==> src/rtl/deswitch_2cross2.sv <==
// Receive-side un-cross for the 2x2 cross switch: restores lane order using the sel tag and buffers each lane in its own FIFO.
// Optional swap statistics counter enabled by defining DESWITCH_SWAP_STATS_EN.
module deswitch_2cross2 #(
    parameter int WIDTH = 32,
    parameter int DEPTH = 4
) (
    input  logic                       clock,
    input  logic                       reset,
    input  logic [WIDTH-1:0]           io_in1,
    input  logic [WIDTH-1:0]           io_in2,
    input  logic                       io_in_sel,
    input  logic                       io_in_valid,
    output logic                       io_in_ready,
    output logic [WIDTH-1:0]           io_out1,
    output logic                       io_out1_valid,
    input  logic                       io_out1_ready,
    output logic [WIDTH-1:0]           io_out2,
    output logic                       io_out2_valid,
    input  logic                       io_out2_ready,
`ifdef DESWITCH_SWAP_STATS_EN
    input  logic                       io_stats_clear,
    output logic [15:0]                io_swap_count,
`endif
    output logic [$clog2(DEPTH):0]     io_count1,
    output logic [$clog2(DEPTH):0]     io_count2
);

    localparam int AW = $clog2(DEPTH);
    localparam int CW = AW + 1;

    logic [CW-1:0]    wr_q [2];
    logic [CW-1:0]    wr_d [2];
    logic [CW-1:0]    rd_q [2];
    logic [CW-1:0]    rd_d [2];
    logic [WIDTH-1:0] mem_q [2][DEPTH];
    logic [WIDTH-1:0] lane_din [2];
    logic [WIDTH-1:0] head [2];
    logic [CW-1:0]    count [2];
    logic [1:0]       empty;
    logic [1:0]       full;
    logic [1:0]       pop;
    logic [1:0]       out_ready;
    logic             push;

    assign out_ready = {io_out2_ready, io_out1_ready};

    // Ready depends only on registered pointers, so a pop never frees a slot in the same cycle.
    assign io_in_ready = !(|full);
    assign push        = io_in_valid && io_in_ready;

    always_comb begin
        lane_din[0] = io_in_sel ? io_in2 : io_in1;
        lane_din[1] = io_in_sel ? io_in1 : io_in2;
    end

    always_comb begin
        for (int l = 0; l < 2; l++) begin
            empty[l] = (wr_q[l] == rd_q[l]);
            full[l]  = (wr_q[l][AW-1:0] == rd_q[l][AW-1:0]) && (wr_q[l][AW] != rd_q[l][AW]);
            pop[l]   = !empty[l] && out_ready[l];
            wr_d[l]  = wr_q[l] + CW'(push);
            rd_d[l]  = rd_q[l] + CW'(pop[l]);
            count[l] = wr_q[l] - rd_q[l];
            head[l]  = empty[l] ? '0 : mem_q[l][rd_q[l][AW-1:0]];
        end
    end

    always_ff @(posedge clock or negedge reset) begin
        if (!reset) begin
            for (int l = 0; l < 2; l++) begin
                wr_q[l] <= '0;
                rd_q[l] <= '0;
            end
        end else begin
            for (int l = 0; l < 2; l++) begin
                wr_q[l] <= wr_d[l];
                rd_q[l] <= rd_d[l];
            end
        end
    end

    // Storage needs no reset: contents are only visible through non-empty pointers.
    always_ff @(posedge clock) begin
        if (push) begin
            for (int l = 0; l < 2; l++) begin
                mem_q[l][wr_q[l][AW-1:0]] <= lane_din[l];
            end
        end
    end

    assign io_out1       = head[0];
    assign io_out2       = head[1];
    assign io_out1_valid = !empty[0];
    assign io_out2_valid = !empty[1];
    assign io_count1     = count[0];
    assign io_count2     = count[1];

`ifdef DESWITCH_SWAP_STATS_EN
    logic [15:0] swap_cnt_q;
    logic [15:0] swap_cnt_d;

    always_comb begin
        swap_cnt_d = swap_cnt_q;
        if (io_stats_clear) begin
            swap_cnt_d = '0;
        end else if (push && io_in_sel && (swap_cnt_q != 16'hFFFF)) begin
            swap_cnt_d = swap_cnt_q + 16'd1;
        end
    end

    always_ff @(posedge clock or negedge reset) begin
        if (!reset) begin
            swap_cnt_q <= '0;
        end else begin
            swap_cnt_q <= swap_cnt_d;
        end
    end

    assign io_swap_count = swap_cnt_q;
`endif

endmodule

==> config.mk <==
export PLATFORM = sky130hd
export DESIGN_NAME = deswitch_2cross2
export DESIGN_NICKNAME = d
export VERILOG_FILES = /design/src/rtl/deswitch_2cross2.sv
export SDC_FILE = /design/constraint.sdc
export NUM_CORES = 1
export LEC_CHECK = 0
export CORE_MARGIN = 2
export CORE_UTILIZATION = 30
export CTS_BUF_LIST = sky130_fd_sc_hd__clkbuf_4 sky130_fd_sc_hd__clkbuf_8
export DETAILED_ROUTE_END_ITERATION = 8
export SLEW_MARGIN = 0
export SYNTH_ARGS = -nofsm -noshare
export SYNTH_HDL_FRONTEND = slang
export SYNTH_SLANG_ARGS = --single-unit
==> constraint.sdc <==
create_clock -name clock -period 6 [get_ports clock]
set_input_delay 1.2 -clock clock [delete_from_list [all_inputs] [get_ports clock]]
set_output_delay 1.2 -clock clock [all_outputs]
set_load 0.01 [all_outputs]
==> run_results.csv <==
group,metric,value,unit
worst_setup_path,reg2reg_from,"wr_q[0]",
power,leakagePower,4.69,nW
worst_setup_path,end_kind,"primary output",
sta,layout_min_cycle_time,4.26,ns
worst_setup_path,cp-endpoint,"io_out2[0]",
finish,stdcell_count,1262,
synthesis,synth-seq-area-share,0.699,
finish,layout-drive-gt1-share,0.303,
synthesis,ys_ff_latch,268,
clock_network,cts_setup_buffers,0,
outcome,status,"finished clean",
finish,area_growth,25.1,%
synthesis,synth_compound_area_frac,0.0509,
sta,fmax,234,MHz
global_routing,grt_pass1_vias,6086,
global_routing,grt_pass1_wl,38.9,mm
run,maxCapViolCount,0,
synthesis,synthTopCellsByCount,"edfxtp_1 (256), mux2_2 (64), mux4_2 (60)",
sta,hold_viol,0,
routing,postRouteAntennaNets,0,
synthesis,synth_largest_area_cell,"edfxtp_1",
sta,skew,0.0233,ns
synthesis,syn_inst,559,
sta,rsz0062_at_grt,"false",
global_routing,grt.overflow.total,0,
worst_setup_path,worst-path-max-fanout,26,
die,die_w,199,µm
finish,nets,806,
clock_network,numClockSinks,268,
clock_network,cts_resized,0,
routing,wire_per_inst,20.8,µm
worst_setup_path,worstPathRequired,4.80,ns
clock_network,cts_made_buffers,42,
routing,drtIter0Drc,304,
worst_setup_path,regToRegSetupSlack,3.30,ns
worst_setup_path,reg2regPathDepth,8,
sta,period_share,0.711,
worst_setup_path,cp_num_buf_inv,3,
clock_network,h-tree-depth,2,
synthesis,avgSynthCellArea,20.5,µm²
worst_setup_path,cp_data_arrival_time,3.06,ns
placed_design,port_buffers,142,
worst_setup_path,critPathTopFamily,"buffers and inverters",
worst_setup_path,worst-path-stages,6,
synthesis,synthAdderAreaFrac,0.0166,
worst_setup_path,cp-start-kind,"flop",
synthesis,async_flop_share,0.0448,
worst_setup_path,cpPeakStageDelay,0.57,ns
die,die_h,199,µm
clock_network,clk_pin_slew_worst_paths,0.06,ns
routing,post_drt_via_cell_ratio,4.60,
min_path,hp-class,"reg2reg",
placed_design,dp_slack,2.29,ns
synthesis,yosysWarnings,0,
routing,drc,0,
synthesis,synth_top_area_share,0.672,
clock_network,cts_hold_buffers,0,
synthesis,synthTopCellsByArea,"edfxtp_1 (67%), mux4_2 (12%), mux2_2 (6.3%)",
clock_network,clk_root_buffer_cell,"clkbuf_8",
power,peakVddDrop,0.309,mV
sta,tightest_slew,1.02,ns
synthesis,synthSimpleGateAreaFrac,0.00678,
die,start_util,0.304,
global_routing,grt_max_degree,45,
clock_network,cts_tree,"done",
routing,drtPass1Iterations,4,
power,powerDensity,561,mW/mm²
die,rows,71,
synthesis,synth_xor_area_frac,0.00766,
placed_design,gp_congestion,0.738,
sta,drv_slew,0,
sta,setup_ws,1.74,ns
worst_setup_path,critPathSlowestCell,"and2_2",
synthesis,synth_edf_count,256,
worst_setup_path,startpoint,"wr_q[0]",
synthesis,ys_types,23,
sta,whs,0.586,ns
synthesis,yosys_most_used_dff,"edfxtp_1",
worst_setup_path,path_class,"reg2out",
synthesis,synth_top_family_by_area,"multiplexers",
clock_network,cts_buffer_depth,3,
placed_design,dp_hpwl,17.1,mm
synthesis,syn_area,0.0114,mm²
global_routing,antenna_found_initial,1,
sta,finalSetupViolations,0,
die,ios,143,
worst_setup_path,regToRegEndpoint,"rd_q[2]",
die,design.core.area,0.0376,mm²
sta,relSlewSlack,0.319,
die,dieArea,0.0397,mm²
sta,fin_setup_tns,0,ns
synthesis,synth_nets,643,
synthesis,synth.most_common_cell,"edfxtp_1",
synthesis,synth_mux_area_frac,0.190,
global_routing,grt_usage,0.134,
placed_design,dp_cells,1189,
worst_setup_path,worstPathCellList,"inv_1 -> ha_1 -> and2_2 -> buf_4 -> a21boi_0 -> clkdlybuf4s50_1",
routing,finalWirelength,26.2,mm
clock_network,clock_latency,0.55,ns
routing,vias,5801,
cells in the final DEF, fill, tap and decap left out, types with 4 or more instances in the layout:
cell type / count
clkdlybuf4s50_1: 141
inv_1: 11
mux4_2: 60
a21boi_1: 38
a21boi_0: 28
mux4_1: 4
a221oi_4: 8
xor2_1: 4
clkbuf_8: 44
clkbuf_4: 17
clkinv_1: 5
mux2_2: 64
nand3b_1: 4
ha_1: 12
buf_4: 16
edfxtp_1: 256
clkinv_2: 4
dfrtp_1: 10
cells by family after synthesis:
| group | after synthesis |
|---|---|
| compound gates | 76 |
| xor+xnor | 10 |
| flops | 268 |
| simple gates | 12 |
| buf+inv | 51 |
| mux | 128 |
| fa+ha+maj | 14 |
power breakdown:
group          switching [mW]  internal [mW]
Sequential              0.131           2.61
Combinational            2.00           1.82
Clock                   0.671          0.781
flip-flops by register name (all words and copies together), names as in the netlist:
register	cells
wr_q	6
mem_q	256
rd_q	6
worst reg2reg max path, delay by kind of cell, from the launching register on:
family                     cells  cell delay [ns]
DFF                            1             0.41
xor gates and xnor gates       1             0.14
adders and majority gates      3             0.71
AOI/OAI and AO/OA              1             0.22
buffers and inverters          2             0.54
and+or+nand+nor                1             0.57
worst min path at each step:
stage	start	to	slack, ns	cells after the start
2_1_floorplan	rd_q[5]	rd_q[5]	0.50	1
3_3_place_gp	wr_q[2]	wr_q[2]	0.57	1
3_5_place_dp	wr_q[2]	wr_q[2]	0.58	1
4_1_cts	wr_q[2]	wr_q[2]	0.59	1
5_1_grt	wr_q[5]	wr_q[5]	0.61	1
6_report	wr_q[2]	wr_q[2]	0.59	1
layout make-up:
cell class	count	area, µm²
Fill cell	3412	23300
Multi-Input combinational cell	240	3290
Inverter	11	41.3
Antenna cell	1	2.50
Clock inverter	11	53.8
Sequential cell	268	7990
Clock buffer	61	733
Timing Repair Buffer	159	1560
Tap cell	511	639
through the flow:
stage	utilization	cell area, µm²	total power [mW]
2_1_floorplan	-	11400	4.84
5_1_grt	0.381	14300	8.51
6_report	0.381	14300	8.02
3_5_place_dp	0.360	13500	6.70
4_1_cts	0.381	14300	8.19
3_3_place_gp	0.360	13500	6.66
metal layers:
metal,GRT usage,up-vias,wire [µm]
met3,0.0246,48,993
li1,-,2635,-
met2,0.216,107,12600
met5,0,-,0
met4,0.0475,0,655
met1,0.183,3011,12000
Power figures use the tool's default switching activity.
